[config.mk]
export PLATFORM = sky130hd
export DESIGN_NAME = adc_spi_master_flat
export DESIGN_NICKNAME = d
export VERILOG_FILES = /design/src/rtl/adc_spi_master_pkg.sv /design/src/rtl/adc_spi_master_if.sv /design/src/rtl/adc_spi_master_edge_gen.sv /design/src/rtl/adc_spi_master.sv /design/src/flat_wrapper.sv
export SDC_FILE = /design/constraint.sdc
export NUM_CORES = 1
export LEC_CHECK = 0
export BUFFER_PORTS_ARGS = -buffer_cell sky130_fd_sc_hd__buf_2
export CORE_ASPECT_RATIO = 1.5
export CORE_UTILIZATION = 50
export CTS_CLUSTER_SIZE = 40
export DETAILED_ROUTE_END_ITERATION = 10
export PLACE_DENSITY_LB_ADDON = 0.1
export SLEW_MARGIN = 20
export SYNTH_ARGS = -nofsm -noshare
export SYNTH_HDL_FRONTEND = slang
export SYNTH_SLANG_ARGS = --single-unit
[constraint.sdc]
create_clock -name clk -period 2 [get_ports clk]
set_clock_uncertainty 0.05 [all_clocks]
set_input_delay 0 -clock clk [delete_from_list [all_inputs] [get_ports clk]]
set_output_delay 0 -clock clk [all_outputs]
set_load 0.1 [all_outputs]
[src/rtl/adc_spi_master_pkg.sv]
// Shared definitions for the ADC SPI master: SPI mode encodings, FSM states
// and the default SCLK half-period.
package adc_spi_pkg;

  // SPI mode encodings as {CPOL, CPHA}
  localparam logic [1:0] MODE0 = 2'b00;
  localparam logic [1:0] MODE1 = 2'b01;
  localparam logic [1:0] MODE2 = 2'b10;
  localparam logic [1:0] MODE3 = 2'b11;

  localparam int DEFAULT_CLKS_PER_HALF_BIT = 4;

  typedef enum logic [1:0] {
    IDLE  = 2'd0,
    SHIFT = 2'd1,
    DONE  = 2'd2
  } state_t;

  function automatic logic [1:0] spi_mode(input int cpol, input int cpha);
    return {cpol[0], cpha[0]};
  endfunction

endpackage

[src/rtl/adc_spi_master_if.sv]
// Byte-transfer handshake between the command processor (master) and the
// SPI engine (slave).
interface adc_spi_if;
  logic [7:0] i_tx_byte;
  logic       i_tx_dv;
  logic       o_tx_ready;
  logic [7:0] o_rx_byte;
  logic       o_rx_dv;

  modport master (
    output i_tx_byte, i_tx_dv,
    input  o_tx_ready, o_rx_byte, o_rx_dv
  );

  modport slave (
    input  i_tx_byte, i_tx_dv,
    output o_tx_ready, o_rx_byte, o_rx_dv
  );
endinterface

[src/rtl/adc_spi_master_edge_gen.sv]
// SCLK generator: half-bit counter, SCLK toggle, edge strobes and edge count.
// Strobes are combinational and fire in the cycle whose clk edge produces the
// SCLK transition, so the consumer acts on that same clk edge.
module spi_edge_gen #(
  parameter int CLKS_PER_HALF_BIT = 4,
  parameter int CPOL = 0
) (
  input  logic       clk,
  input  logic       rstn,
  input  logic       clr,
  input  logic       en,
  output logic       spi_clk,
  output logic       leading_edge,
  output logic       trailing_edge,
  output logic [4:0] edge_cnt
);

  localparam int CW = (CLKS_PER_HALF_BIT > 2) ? $clog2(CLKS_PER_HALF_BIT) : 1;
  localparam logic [CW-1:0] HALF_LAST = CW'(CLKS_PER_HALF_BIT - 1);

  logic [CW-1:0] half_cnt;
  logic          edge_now;

  assign edge_now      = en && (half_cnt == HALF_LAST);
  assign leading_edge  = edge_now && !edge_cnt[0];
  assign trailing_edge = edge_now && edge_cnt[0];

  // Half-bit timing, SCLK toggling and edge counting
  always_ff @(posedge clk or negedge rstn) begin
    if (!rstn) begin
      half_cnt <= '0;
      edge_cnt <= '0;
      spi_clk  <= 1'(CPOL);
    end else if (clr) begin
      half_cnt <= '0;
      edge_cnt <= '0;
      spi_clk  <= 1'(CPOL);
    end else if (en) begin
      if (half_cnt == HALF_LAST) begin
        half_cnt <= '0;
        edge_cnt <= edge_cnt + 5'd1;
        spi_clk  <= ~spi_clk;
      end else begin
        half_cnt <= half_cnt + CW'(1);
      end
    end
  end

endmodule

[src/rtl/adc_spi_master.sv]
// Byte-level SPI master for ADC register access. One byte per accepted
// request, MSB first, received byte returned with a one-cycle valid pulse.
module adc_spi_master
  import adc_spi_pkg::*;
#(
  parameter int CLKS_PER_HALF_BIT = DEFAULT_CLKS_PER_HALF_BIT,
  parameter int CPOL = 0,
  parameter int CPHA = 0
) (
  input  logic     clk,
  input  logic     rstn,
  adc_spi_if.slave bus,
  output logic     o_spi_clk,
  output logic     o_spi_mosi,
  input  logic     i_spi_miso
);

  localparam logic [1:0] MODE = spi_mode(CPOL, CPHA);
  localparam bit SAMPLE_TRAILING = (MODE == MODE1) || (MODE == MODE3);

  if (CLKS_PER_HALF_BIT < 2) begin : g_bad_half_bit
    $error("adc_spi_master: CLKS_PER_HALF_BIT must be at least 2");
  end

  state_t     state, state_nxt;
  logic       started;
  logic       tx_ready_q;
  logic       rx_dv_q;
  logic [7:0] rx_byte_q;
  logic [7:0] tx_sr;
  logic [7:0] rx_sr;
  logic       leading_edge, trailing_edge;
  logic [4:0] edge_cnt;
  logic       accept, shift_evt, sample_evt, gen_en, gen_clr;

  assign accept = bus.i_tx_dv && tx_ready_q;

  // The first SHIFT cycle only presents MOSI; the SCLK counter starts one
  // cycle later so that edge k lands at clk edge 1+k*H after acceptance.
  assign gen_en  = (state == SHIFT) && started && (edge_cnt != 5'd16);
  assign gen_clr = (state != SHIFT);

  // CPHA=0 shifts on trailing edges 2..14 (bit 7 preloaded at acceptance);
  // CPHA=1 shifts on every leading edge.
  assign shift_evt  = SAMPLE_TRAILING ? leading_edge
                                      : (trailing_edge && (edge_cnt != 5'd15));
  assign sample_evt = SAMPLE_TRAILING ? trailing_edge : leading_edge;

  spi_edge_gen #(
    .CLKS_PER_HALF_BIT(CLKS_PER_HALF_BIT),
    .CPOL(CPOL)
  ) u_edge_gen (
    .clk          (clk),
    .rstn         (rstn),
    .clr          (gen_clr),
    .en           (gen_en),
    .spi_clk      (o_spi_clk),
    .leading_edge (leading_edge),
    .trailing_edge(trailing_edge),
    .edge_cnt     (edge_cnt)
  );

  // State register
  always_ff @(posedge clk or negedge rstn) begin
    if (!rstn) state <= IDLE;
    else       state <= state_nxt;
  end

  // Next-state logic
  always_comb begin
    state_nxt = state;
    unique case (state)
      IDLE:    if (accept) state_nxt = SHIFT;
      SHIFT:   if (edge_cnt == 5'd16) state_nxt = DONE;
      DONE:    state_nxt = accept ? SHIFT : IDLE;
      default: state_nxt = IDLE;
    endcase
  end

  // Shift registers, MOSI and the registered handshake outputs
  always_ff @(posedge clk or negedge rstn) begin
    if (!rstn) begin
      started    <= 1'b0;
      tx_ready_q <= 1'b0;
      rx_dv_q    <= 1'b0;
      rx_byte_q  <= '0;
      tx_sr      <= '0;
      rx_sr      <= '0;
      o_spi_mosi <= 1'b0;
    end else begin
      started    <= (state == SHIFT);
      tx_ready_q <= (state_nxt != SHIFT);
      rx_dv_q    <= 1'b0;
      if (accept) begin
        if (SAMPLE_TRAILING) begin
          tx_sr <= bus.i_tx_byte;
        end else begin
          o_spi_mosi <= bus.i_tx_byte[7];
          tx_sr      <= {bus.i_tx_byte[6:0], 1'b0};
        end
      end else if (shift_evt) begin
        o_spi_mosi <= tx_sr[7];
        tx_sr      <= {tx_sr[6:0], 1'b0};
      end
      if (sample_evt) rx_sr <= {rx_sr[6:0], i_spi_miso};
      if ((state == SHIFT) && (state_nxt == DONE)) begin
        rx_byte_q <= rx_sr;
        rx_dv_q   <= 1'b1;
      end
    end
  end

  assign bus.o_tx_ready = tx_ready_q;
  assign bus.o_rx_dv    = rx_dv_q;
  assign bus.o_rx_byte  = rx_byte_q;

endmodule

[src/flat_wrapper.sv]
// flat-port wrapper written by rule: the top's interface ports become plain ports
module adc_spi_master_flat import adc_spi_pkg::*;
#(
  parameter int CLKS_PER_HALF_BIT = DEFAULT_CLKS_PER_HALF_BIT,
  parameter int CPOL = 0,
  parameter int CPHA = 0
)
  (clk, rstn, o_spi_clk, o_spi_mosi, i_spi_miso, bus_i_tx_byte, bus_i_tx_dv, bus_o_tx_ready, bus_o_rx_byte, bus_o_rx_dv);
  adc_spi_if bus_i ();
  input  logic clk;
  input  logic rstn;
  output logic o_spi_clk;
  output logic o_spi_mosi;
  input  logic i_spi_miso;
  input wire logic [$bits(bus_i.i_tx_byte)-1:0] bus_i_tx_byte;
  input wire logic [$bits(bus_i.i_tx_dv)-1:0] bus_i_tx_dv;
  output wire logic [$bits(bus_i.o_tx_ready)-1:0] bus_o_tx_ready;
  output wire logic [$bits(bus_i.o_rx_byte)-1:0] bus_o_rx_byte;
  output wire logic [$bits(bus_i.o_rx_dv)-1:0] bus_o_rx_dv;
  assign bus_i.i_tx_byte = bus_i_tx_byte;
  assign bus_i.i_tx_dv = bus_i_tx_dv;
  assign bus_o_tx_ready = bus_i.o_tx_ready;
  assign bus_o_rx_byte = bus_i.o_rx_byte;
  assign bus_o_rx_dv = bus_i.o_rx_dv;
  adc_spi_master #(.CLKS_PER_HALF_BIT(CLKS_PER_HALF_BIT), .CPOL(CPOL), .CPHA(CPHA)) u_core (.clk(clk), .rstn(rstn), .bus(bus_i), .o_spi_clk(o_spi_clk), .o_spi_mosi(o_spi_mosi), .i_spi_miso(i_spi_miso));
endmodule
==> results.md, run 1 <==
Status:
- The run finished with clean final reports.

Die:
- The initial core utilization is between 50% and 60%.
- The floorplan step defined a die boundary enclosing around 0.0036 sq mm.
- The number of placement rows is 25.
- From bottom edge to top edge, the die measures between 70 and 80 um.
- The width of the chip is roughly 50 um.
- The I/O pin total is 24.
- The core region is about 0.0032 sq mm.

Critical path:
- STA puts the critical path data required time at approximately 2.1 ns.
- The endpoint kind of the worst setup timing path is a flip-flop.
- Measured in cells, the most critical reg-to-reg path has a length of 6.
- The worst setup path category is flip-flop to flip-flop.
- Data on the critical path arrives at its endpoint at around 2.0 ns.
- Along the worst path, the maximum fanout reaches 7.
- Setup slack on the worst reg-to-reg path comes out at 0.08 ns.
- The type of origin of the critical path is a flip-flop.

Timing:
- The count of endpoints failing hold in the final timing report was 0.
- The setup-violating endpoint count in the final report is 0.
- The slack of the critical path is ~0.080 ns.
- Setup repair after global routing could not meet its margin everywhere.
- The final max-slew violation count is 0.
- In this run the tightest slew margin relative to its limit is approximately 47%.
- For the pin with the worst max-slew slack, the measured transition is 0.7974 ns.
- The worst hold slack is 0.01930 ns.
- The top achievable clock speed is approximately 520 MHz.
- The final critical path time including I/O delays and setup is between 1.5 and 2 ns.
- The ratio of final minimum period to clock period is between 90 and 100%.

Synthesis:
- In the synthesized netlist the async set-or-reset flop fraction comes to 100.0%.
- The post-synthesis cell area is ~0.0017 sq mm.
- Of the post-synthesis cell area, the dominant cell type holds 54.65%.
- For this run, the number of Yosys warnings is 0.
- The area fraction in compound gates after synthesis is about 4.9%.
- Summing the areas of all fa, ha and maj instances in the mapped netlist gives 2.954% of the synthesized area.
- The predominant post-synthesis flop cell is sky130_fd_sc_hd__dfrtp_1.
- The synthesized area per cell is around 14 sq um.
- Counting flops with a built-in enable in the synthesized netlist gives 0.
- In this run, distinct cell masters in the synthesized netlist total 30.
- The most common cell in the synthesized netlist is sky130_fd_sc_hd__dfrtp_1.
- Counting instances in the post-synthesis netlist gives the leading cell types as sky130_fd_sc_hd__dfrtp_1 (37), sky130_fd_sc_hd__mux2_2 (21), sky130_fd_sc_hd__mux2_4 (7), sky130_fd_sc_hd__o21ai_0 (7).
- The main combinational cell family by area after synthesis is multiplexers.
- The mux cell area share after synthesis is 22.75%.
- The cell count after synthesis is 124.
- The leading area contributor after synthesis is sky130_fd_sc_hd__dfrtp_1.
- The fraction of synthesized cell area in xor and xnor cells is 0%.
- The flip-flop and latch count after synthesis is 37.
- The post-synth net total is 140.
- The fraction of the mapped netlist area in simple logic gates is between 10% and 20%.
- Sorting the synthesized cells by area gives the leading types as sky130_fd_sc_hd__dfrtp_1 (55%), sky130_fd_sc_hd__mux2_2 (14%), sky130_fd_sc_hd__mux2_4 (6.2%).
- After synthesis, flip-flops and latches occupy between 50% and 60% of the total area.

Clock tree:
- The largest buffer count on any clock path is 2.
- The clock insertion delay at the later pin of the skew report is 0.29 ns.
- The setup fix buffers added after clock tree synthesis is 0.
- The root cell of the clock tree is sky130_fd_sc_hd__clkbuf_8.
- TritonCTS built the clock tree.
- CTS built an H-tree with a depth of 2.
- The number of buffers added by the clock tree synthesis step is 5.
- Counting every sink on the clock net gives 37.
- The CTS clock-pin slew for the worst setup and hold paths is 0.08 ns.

Layout:
- The total inserted antenna cells is 0.
- The area of all placed cells without fillers is ~0.0020 sq mm.
- The number of filler instances in the final layout is between 200 and 300.
- The area occupied by registers is roughly 930 sq um.
- The total area of multi-input combinational cells is around 730 sq um.
- In the final layout, the share of cells above drive strength 1 is 46.79%.
- Relative to the synthesized area, the layout overhead comes to 18.98%.
- For this run, the post-layout net count is approximately 170.

Pwr:
- In this run the power spent charging and discharging nets is ~0.28 mW.
- Power spread over the standard cell area amounts to 719.7 mW/mm^2.
- Net switching is a little under a fifth of the power.
- In this run, the clock network consumes around 46% of the power.
- The portion of total power attributed to combinational logic is around 2.2%.
- The internal portion of the total power is about 1.2 mW.
- The static leakage is roughly 1.0 nW.
- In this run, flip-flops and latches consume a little over half of the power.
- The worst IR drop on VDD is a little over 600 uV.
- The design draws approximately 1.5 mW.

Global routing:
- The via count of the first global-routing pass is approximately 1,100.
- The number of antenna violations at the first check in global routing is 0.
- Global routing finished with a remaining overflow of 0.
- The largest net degree at the start of global routing is 38.
- Across every metal layer, demand over resource in global routing totals between 10% and 20%.
- The wire length of the first global-routing pass is about 5000 um.

Placement:
- Prior to clock tree synthesis, the placed netlist has a worst setup slack of between 0.015 and 0.02 ns.
- In this run the tool buffered the top-level ports with 23 buffer cells.
- The detailed-placement wirelength estimate is around 2100 um.
- The routability congestion estimate is about 0.8.
- After detailed placement, the total cell area comes to around 0.0019 sq mm.

Route:
- The per-cell via count in the routed design is about 5.3.
- For this run, the detailed router's first-pass iteration total came to 4.
- Detailed routing inserted a total of between 1,000 and 1,500 vias.
- For this run, design rule violations remaining after detail routing come to 0.
- Wires add up to approximately 2900 um.
- The number of violations reported at the end of detailed-routing iteration 0 is 19.
- After detailed routing, the average wire length per cell comes to around 15 um.
- In this run the remaining antenna-violating nets after routing total 0.

Worst hold path:
- The path class of the lowest-slack min-delay path is input port to flip-flop.
- Counting instances, the worst hold path has a depth of 3.

Job:
- Across the run, the number of max-cap violations was 0.
[registers in the layout (all words and copies together), names as in the netlist]
register / cells
u_core.state: 2
u_core.bus.o_rx_dv: 1
u_core.o_spi_mosi: 1
u_core.tx_sr: 7
u_core.bus.o_rx_byte: 8
u_core.rx_sr: 8
u_core.started: 1
u_core.u_edge_gen.half_cnt: 2
u_core.bus.o_tx_ready: 1
u_core.u_edge_gen.spi_clk: 1
u_core.u_edge_gen.edge_cnt: 5
[critical path, cell delays in order, from the launching register on]
cell,delay (ns)
sky130_fd_sc_hd__dfrtp_1,0.42
sky130_fd_sc_hd__ha_1,0.22
sky130_fd_sc_hd__and3_1,0.18
sky130_fd_sc_hd__ha_1,0.20
sky130_fd_sc_hd__nor2b_2,0.17
sky130_fd_sc_hd__nand4_4,0.19
sky130_fd_sc_hd__mux2_4,0.36
[per-stage QoR]
| step | std cells | util, % | setup TNS (ns) |
|---|---|---|---|
| after floorplan | 124 | - | 0 |
| after global placement | 186 | 58.20 | 0 |
| after CTS | 196 | 62.67 | 0 |
| after global routing | 196 | 63.18 | -0.0008120 |
| after detailed placement | 186 | 58.20 | 0 |
| final | 196 | 63.18 | 0 |
[per-layer routing]
metal | routed length, um | global-route usage [%] | up-vias
li1 | - | - | 505
met1 | 1199 | 20.33 | 503
met2 | 1541 | 33.48 | 21
met3 | 101 | 4.555 | 7
met4 | 78 | 10.79 | 0
met5 | 0 | 0 | -
[area by class of cell]
type	count	area share, %
well taps	40	2.483
multi-input cells	76	36.44
clock inverters	2	1.862
clock buffers	6	4.097
inverters	7	1.304
repair buffers	28	7.821
flip-flops and latches	37	46.00
[cell families (layout without fill, tap and decap cells)]
| logic type | Yosys count | in the layout |
|---|---|---|
| AOI/OAI and AO/OA | 15 | 15 |
| buffers and inverters | 11 | 43 |
| adders and majority gates | 4 | 4 |
| and+or+nand+nor | 25 | 25 |
| DFF | 37 | 37 |
| muxes | 32 | 32 |
[power groups by stage]
stage          sequential [mW]  combinational [mW]  clock (mW)
2_1_floorplan            0.772             0.00576           0
3_3_place_gp             0.773              0.0300           0
3_5_place_dp             0.774              0.0312           0
4_1_cts                  0.759              0.0344       0.686
5_1_grt                  0.759              0.0380       0.715
6_report                 0.759              0.0325       0.660
[cells in the final DEF (no fill, tap or decap), drive strengths merged]
master,netlist,final
mux2,31,31
and3,2,2
a31o,1,1
inv,7,7
nor4bb,1,1
or3,2,2
a21oi,5,5
or4,1,1
nand2b,1,1
nand3,5,5
nand4,1,1
clkbuf,0,6
nor3,1,1
nor2,1,1
and4b,1,1
nand2,6,6
clkinvlp,0,1
dlygate4sd3,0,2
nand4b,1,1
buf,4,26
o21ai,7,7
o211ai,1,1
o21a,1,1
bufinv,0,1
ha,4,4
nand4bb,1,1
mux2i,1,1
nor2b,1,1
dfrtp,37,37
[repair_timing]
action                     CTS  global route
hold buffers                 2             0
cloned                       0             0
hold endpoints to repair    38             0
setup endpoints to repair    1             2
gates resized for setup      1             3
[path summary, 6_finish.rpt]
| kind | to | start |
|---|---|---|
| max | u_core.tx_sr[6] | u_core.u_edge_gen.edge_cnt[0] |
| min | u_core.tx_sr[3] | bus_i_tx_byte[2] |
| max reg2reg | u_core.tx_sr[6] | u_core.u_edge_gen.edge_cnt[0] |
| min reg2reg | u_core.bus.o_rx_byte[0] | u_core.bus.o_rx_byte[0] |
| max in group asynchronous | u_core.bus.o_tx_ready | rstn |
| min in group asynchronous | u_core.bus.o_rx_dv | rstn |
Power figures use the tool's default switching activity.
==> run 2, diff against run 1 <==
--- a/config.mk
+++ b/config.mk
@@ -11,6 +11,7 @@
 export CTS_CLUSTER_SIZE = 40
 export DETAILED_ROUTE_END_ITERATION = 10
 export PLACE_DENSITY_LB_ADDON = 0.1
+export REMOVE_ABC_BUFFERS = 1
 export SLEW_MARGIN = 20
 export SYNTH_ARGS = -nofsm -noshare
 export SYNTH_HDL_FRONTEND = slang
==> run 2 against run 1 <==
Cell count grew 0.51%; via count increased by 0.87%; non-clock buffer count is 1 higher; total power is 0.57% lower; count of clock-buffer cells in the layout is 1 higher; sequential cell count unchanged; critical path depth did not move; clock power down 2%; fmax increased by 1.0%; setup slack better by 0.019 ns; critical endpoint is now u_core.o_spi_mosi.
==> results.md, run 2 (synthesis results as in run 1) <==
Status:
- The run finished with clean final reports.

Clock tree:
- The number of clock sinks was 37 (unchanged).
- TritonCTS built the clock tree.
- The tree is rooted in a sky130_fd_sc_hd__clkbuf_8.
- The CTS clock-pin slew for the worst setup and hold paths is 0.07 ns (about the same).
- The largest buffer count on any clock path is 2 (unchanged).
- The number of H-tree levels is 2 (unchanged).
- The number of buffers added by the clock tree synthesis step is 5 (unchanged).
- The clock insertion delay at the later pin of the skew report is 0.29 ns (about the same).

Timing:
- The setup-violating endpoint count in the final report is 0 (unchanged).
- The top achievable clock speed came to 526.3 MHz (+1.0%).
- The final critical path time including I/O delays and setup is 1.900 ns (-0.01949 ns).
- The slack of the critical path is 0.09997 ns (+0.01949 ns).
- The setup TNS is 0 ns (unchanged).
- The ratio of final minimum period to clock period came to 95.00% (-0.97 points).
- The actual slew at the worst max-slew pin came to 0.7885 ns (-0.008886 ns).
- The count of endpoints failing hold in the final timing report came to 0 (unchanged).
- Setup repair after global routing left no endpoint under its margin.
- The relative max-transition margin is 47.43% (+0.59 points).
- The final max-slew violation count is 0 (unchanged).

Placement:
- The routability congestion estimate is 0.7416 (-7.4%).
- The number of port buffers is 23 (unchanged).
- The worst setup timing slack at the placement stage is 0.01521 ns (-0.003877 ns).
- The total placed instance area is 0.001856 sq mm (about the same).
- The detailed-placement wirelength estimate was 2012 um (-4.4%).

Route:
- The first-pass iteration count of the detailed router is 4 (unchanged).
- The number of violations reported at the end of detailed-routing iteration 0 is 8 (-11).
- The per-cell via count in the routed design was 5.305 (+0.36%).
- The count of vias placed by the detailed router came to 1,045 (+0.87%).
- The detailed-route wire length was 2838 um (-2.8%).
- The per-cell routed wire length is 14.41 um (-3.3%).
- The post-route antenna net violation count is 0 (unchanged).
- The post-route DRC violation count is 0 (unchanged).

Pwr:
- The worst IR drop on VDD is 682.3 uV (+10%).
- The ratio of total power to cell area came to 712.9 mW/mm^2 (-0.94%).
- The static leakage is 1.049 nW (+0.36%).

Global routing:
- The global-route usage over all layers is 17.83% (-1.1 points).
- The number of antenna violations at the first check in global routing was 0 (unchanged).
- The via count of the first global-routing pass is 1,069 (-3.4%).
- The largest net degree at the start of global routing came to 38 (unchanged).
- The leftover overflow at the end of global routing was 0 (unchanged).
- The wire length of the first global-routing pass is 4740 um (-5.5%).

Layout:
- The library cell used most frequently in the layout, excluding fill and tap cells, is sky130_fd_sc_hd__dfrtp_1.
- Leaving out fill and tap cells, the most frequent cells in the layout are sky130_fd_sc_hd__dfrtp_1 (37), sky130_fd_sc_hd__buf_2 (23), sky130_fd_sc_hd__mux2_2 (21).
- The final standard cell utilization of the core is 63.41% (+0.24 points).
- The layout-stage area growth over the synthesis result is 19.42%.
- The number of nets in the layout came to 172 (+0.58%).
- The area of all placed cells without fillers is 0.002023 sq mm (+0.37%).
- The share of cells above drive strength 1 was 45.86% (-0.93 points).
- The total inserted antenna cells is 0 (unchanged).

Die:
- The width of the chip is 49.53 um (unchanged).
- The overall die height is 73.29 um (unchanged).
- The area inside the core boundary is 0.003191 sq mm (unchanged).
- The initial core utilization is 53.10% (unchanged).
- The number of placement rows is 25 (unchanged).
- The I/O pin total is 24 (unchanged).
- The die outline area is 0.003630 sq mm (unchanged).

Critical path:
- Tracing the worst setup path back leads to its startpoint at u_core.u_edge_gen.edge_cnt[0].
- The top fanout value on the critical path came to 7 (unchanged).
- The worst setup path is launched from a flip-flop.
- The worst setup path is of the flip-flop to flip-flop kind.
- The slack of the worst reg-to-reg path is 0.1 ns (+0.02 ns).
- The required time of the worst setup path is 2.12 ns (about the same).
- The worst setup path is captured at a flip-flop.
- The launch instance of the worst register-to-register path is u_core.u_edge_gen.edge_cnt[0].
- The arrival time of the worst setup path is 2.02 ns (-0.02 ns).

Job:
- The number of max-cap violations was 0 (unchanged).

Worst hold path:
- In this run the most critical hold path is launched from bus_i_tx_byte[3].
- The path class of the lowest-slack min-delay path is input port to flip-flop.
==> run 2: metal layers <==
layer  share of wire [%]  vias to the layer above  GRT usage (%)
met1                  41                      513          19.61
met3                 3.6                        5          4.969
met4                 2.1                        0          8.571
met2                  53                       19          31.38
met5                   0                        -              0
li1                    -                      508              -
==> run 2: repair_timing <==
action	CTS	global route
endpoints found under the hold margin	39	0
resized for setup	0	5
setup endpoints to repair	0	8
hold buffers	3	0
buffers inserted	0	0
==> run 2: path summary, 6_finish.rpt <==
path,to,cells after the start
setup / recovery,u_core.o_spi_mosi,6
hold reg to reg,u_core.bus.o_rx_byte[0],1
min in group asynchronous,u_core.tx_sr[5],2
hold / removal,u_core.tx_sr[4],3
setup reg to reg,u_core.o_spi_mosi,6
max in group asynchronous,u_core.bus.o_tx_ready,2
==> run 2: layout make-up <==
cell class,instances,area (sq um)
clock buffer,7,86.33
clock inverter,1,30.03
fill,266,1167
inverter,7,26.28
multi-input combinational,76,737.0
sequential,37,925.9
tap,40,50.05
timing repair buffer,29,167.7
==> run 2: power by group <==
part	switching, mW	internal, mW
sequential	0.00456	0.754
clock	0.244	0.406
combinational	0.0178	0.0159
total	0.266	1.18
==> run 2: stage by stage <==
stage | hold WS (ns) | power (mW) | std cells
final | 0.01880 | 1.442 | 197
after detailed placement | 0.09204 | 0.8044 | 186
after global routing | 0.02576 | 1.491 | 197
after global placement | 0.07703 | 0.8027 | 186
after CTS | 0.009009 | 1.459 | 197
after floorplan | -0.3456 | 0.7774 | 120
==> run 2: critical path, stage by stage (launching register included) <==
cell and delay (ns):
sky130_fd_sc_hd__dfrtp_1 0.41, sky130_fd_sc_hd__ha_2 0.20, sky130_fd_sc_hd__and3_1 0.18, sky130_fd_sc_hd__ha_1 0.21, sky130_fd_sc_hd__nor2b_2 0.18, sky130_fd_sc_hd__nand4_4 0.20, sky130_fd_sc_hd__mux2_4 0.36
==> run 3, diff against run 2 <==
--- a/config.mk
+++ b/config.mk
@@ -10,9 +10,8 @@
 export CORE_UTILIZATION = 50
 export CTS_CLUSTER_SIZE = 40
 export DETAILED_ROUTE_END_ITERATION = 10
-export PLACE_DENSITY_LB_ADDON = 0.1
+export PLACE_DENSITY = 0.83
 export REMOVE_ABC_BUFFERS = 1
-export SLEW_MARGIN = 20
 export SYNTH_ARGS = -nofsm -noshare
 export SYNTH_HDL_FRONTEND = slang
 export SYNTH_SLANG_ARGS = --single-unit
==> run 3 against run 2 <==
Sequential cell count is the same; utilization grew 0.63 points; via count grew 4.5%; total power grew 1.5%; largest cell class unchanged.
==> results.md, run 3 (synthesis results as in run 1) <==
Status:
- The run finished with clean final reports.

Critical path:
- The type of origin of the critical path is a flip-flop.
- The most numerous cell on the critical path is sky130_fd_sc_hd__ha_1.
- The cell with the biggest individual delay on the critical path is sky130_fd_sc_hd__dfrtp_1.
- The required time of the worst setup path is 2.12 ns (about the same).
- The arrival time of the worst setup path is 2.05 ns (+0.03 ns).
- The top fanout value on the critical path is 7 (unchanged).
- The length in cells of the worst reg-to-reg path came to 6 (unchanged).
- STA classifies the critical path endpoint as a flip-flop.
- The slack of the worst reg-to-reg path is 0.07 ns (-0.03 ns).
- The worst setup path category is flip-flop to flip-flop.
- The biggest cell delay along the critical path is 0.41 ns (about the same).
- The critical path goes through ha_1 > and3_1 > ha_1 > nor2b_2 > nand4_4 > mux2_1.

Timing:
- The final critical path time including I/O delays and setup is 1.928 ns (+0.02767 ns).
- The final max-slew violation count was 0 (unchanged).
- The ratio of final minimum period to clock period is 96.38% (+1.4 points).
- The top achievable clock speed is 518.8 MHz (-1.4%).
- The actual slew at the worst max-slew pin is 0.7935 ns (+0.005039 ns).
- The count of endpoints failing hold in the final timing report came to 0 (unchanged).
- The setup-violating endpoint count in the final report is 0 (unchanged).
- The relative max-transition margin came to 47.10% (-0.34 points).
- The setup TNS came to 0 ns (unchanged).
- Setup repair after global routing left no endpoint under its margin.
- The slack of the critical path came to 0.07231 ns (-0.02767 ns).

Global routing:
- The wire length of the first global-routing pass came to 5092 um (+7.4%).
- The via count of the first global-routing pass was 1,110 (+3.8%).
- The largest net degree at the start of global routing is 38 (unchanged).
- The leftover overflow at the end of global routing is 0 (unchanged).
- The global-route usage over all layers is 18.91% (+1.1 points).
- The number of antenna violations at the first check in global routing is 0 (unchanged).

Pwr:
- The ratio of total power to cell area came to 716.7 mW/mm^2 (+0.53%).
- The static leakage is 1.065 nW (+1.5%).
- The worst IR drop on VDD was 671.2 uV (-1.6%).

Die:
- The I/O pin total came to 24 (unchanged).
- The area inside the core boundary is 0.003191 sq mm (unchanged).
- The overall die height is 73.29 um (unchanged).
- The number of placement rows is 25 (unchanged).
- The initial core utilization is 53.10% (unchanged).
- The width of the chip is 49.53 um (unchanged).
- The die outline area is 0.003630 sq mm (unchanged).

Worst hold path:
- The path class of the lowest-slack min-delay path is input port to flip-flop.
- The hold path depth came to 3 (unchanged).

Placement:
- The number of port buffers is 23 (unchanged).
- The detailed-placement wirelength estimate is 2175 um (+8.1%).
- The routability congestion estimate came to 0.7645 (+3.1%).
- The worst setup timing slack at the placement stage is 0.06748 ns (+0.05227 ns).

Route:
- The first-pass iteration count of the detailed router is 4 (unchanged).
- The detailed-route wire length was 3130 um (+10%).
- The count of vias placed by the detailed router is 1,092 (+4.5%).
- The post-route antenna net violation count was 0 (unchanged).
- The per-cell routed wire length is 15.65 um (+8.6%).
- The post-route DRC violation count was 0 (unchanged).
- The per-cell via count in the routed design is 5.460 (+2.9%).
- The number of violations reported at the end of detailed-routing iteration 0 came to 30 (+22).

Layout:
- The most frequent standard cell in the layout excluding fill and tap cells is sky130_fd_sc_hd__dfrtp_1.
- The number of filler instances in the final layout is 268 (+0.75%).
- The library cells used most frequently in the layout, excluding fill and tap cells, are sky130_fd_sc_hd__dfrtp_1 (37), sky130_fd_sc_hd__buf_2 (23), sky130_fd_sc_hd__mux2_2 (21).
- The number of nets in the layout is 175 (+1.7%).
- Compared with the post-synthesis result, the final layout area differs by 20.61%.
- The total inserted antenna cells is 0 (unchanged).
- The share of cells above drive strength 1 is 46.25% (+0.39 points).
- The final standard cell utilization of the core is 64.04% (+0.63 points).

Clock tree:
- The root buffer cell chosen for the clock tree is sky130_fd_sc_hd__clkbuf_8.
- The clock tree from TritonCTS is built.
- The number of clock sinks was 37 (unchanged).
- The number of H-tree levels is 2 (unchanged).
- The CTS clock-pin slew for the worst setup and hold paths is 0.08 ns (about the same).
- The clock insertion delay at the later pin of the skew report is 0.29 ns (about the same).
- The number of buffers added by the clock tree synthesis step is 5 (unchanged).
- The largest buffer count on any clock path is 2 (unchanged).

Job:
- The number of max-cap violations is 0 (unchanged).
-- run 3: cell types whose count changed in the layout (fill, tap and decap cells not counted) --
cell / delta
sky130_fd_sc_hd__mux2_4: -1
sky130_fd_sc_hd__buf_4: +3
sky130_fd_sc_hd__ha_2: -1
sky130_fd_sc_hd__clkinvlp_4: +1
sky130_fd_sc_hd__clkbuf_1: -1
sky130_fd_sc_hd__mux2_1: +1
sky130_fd_sc_hd__ha_1: +1
-- run 3: layout make-up --
| cell class | count | area [sq um] | area share, % |
|---|---|---|---|
| Sequential cell | 37 | 925.9 | 45.32 |
| Multi-Input combinational cell | 76 | 730.7 | 35.76 |
| Timing Repair Buffer | 32 | 190.2 | 9.308 |
| Clock buffer | 6 | 82.58 | 4.042 |
| Tap cell | 40 | 50.05 | 2.449 |
| Clock inverter | 2 | 37.54 | 1.837 |
| Inverter | 7 | 26.28 | 1.286 |
-- run 3: metal layers --
layer / GRT usage (%) / wire length [um] / part of all wire, %
met2: 34.38 / 1727 / 55
met1: 20.47 / 1224 / 39
met4: 7.937 / 48 / 1.5
met5: 0 / 0 / 0
met3: 4.969 / 129 / 4.1
-- run 3: worst paths after layout --
| kind | startpoint | to |
|---|---|---|
| min reg2reg | u_core.bus.o_rx_byte[0] | u_core.bus.o_rx_byte[0] |
| max reg2reg | u_core.u_edge_gen.edge_cnt[1] | u_core.tx_sr[6] |
| max in group asynchronous | rstn | u_core.rx_sr[6] |
| max | u_core.u_edge_gen.edge_cnt[1] | u_core.tx_sr[6] |
| min in group asynchronous | rstn | u_core.started |
| min | bus_i_tx_byte[5] | u_core.tx_sr[6] |
-- run 3: worst max-delay path, delay by kind of cell (launching register included) --
kind | cells | cell delay (ns)
and+or+nand+nor | 3 | 0.56
muxes | 1 | 0.37
adders and majority gates | 2 | 0.42
DFF | 1 | 0.41
-- run 3: power breakdown --
part           switching, mW  leakage, nW  total, mW  internal, mW
Sequential           0.00464        0.483      0.759         0.754
Combinational         0.0185        0.524     0.0345        0.0160
Clock                  0.266       0.0574      0.671         0.405
Total                  0.289         1.06       1.46          1.18
-- run 3: per-stage QoR --
stage	area, sq um	std cells	hold WS [ns]	power [mW]
2_1_floorplan	1668	120	-0.3456	0.7774
3_3_place_gp	1863	187	0.06748	0.8021
3_5_place_dp	1863	187	0.08061	0.8046
4_1_cts	2013	198	0.01825	1.474
5_1_grt	2043	200	0.03124	1.500
6_report	2043	200	0.01787	1.464
-- run 3: what timing repair did --
action / CTS / global route
buffers inserted: 0 / 2
hold buffers: 3 / 0
endpoints found under the hold margin: 39 / 0
endpoints found under the setup margin: 0 / 4
resized for setup: 0 / 3
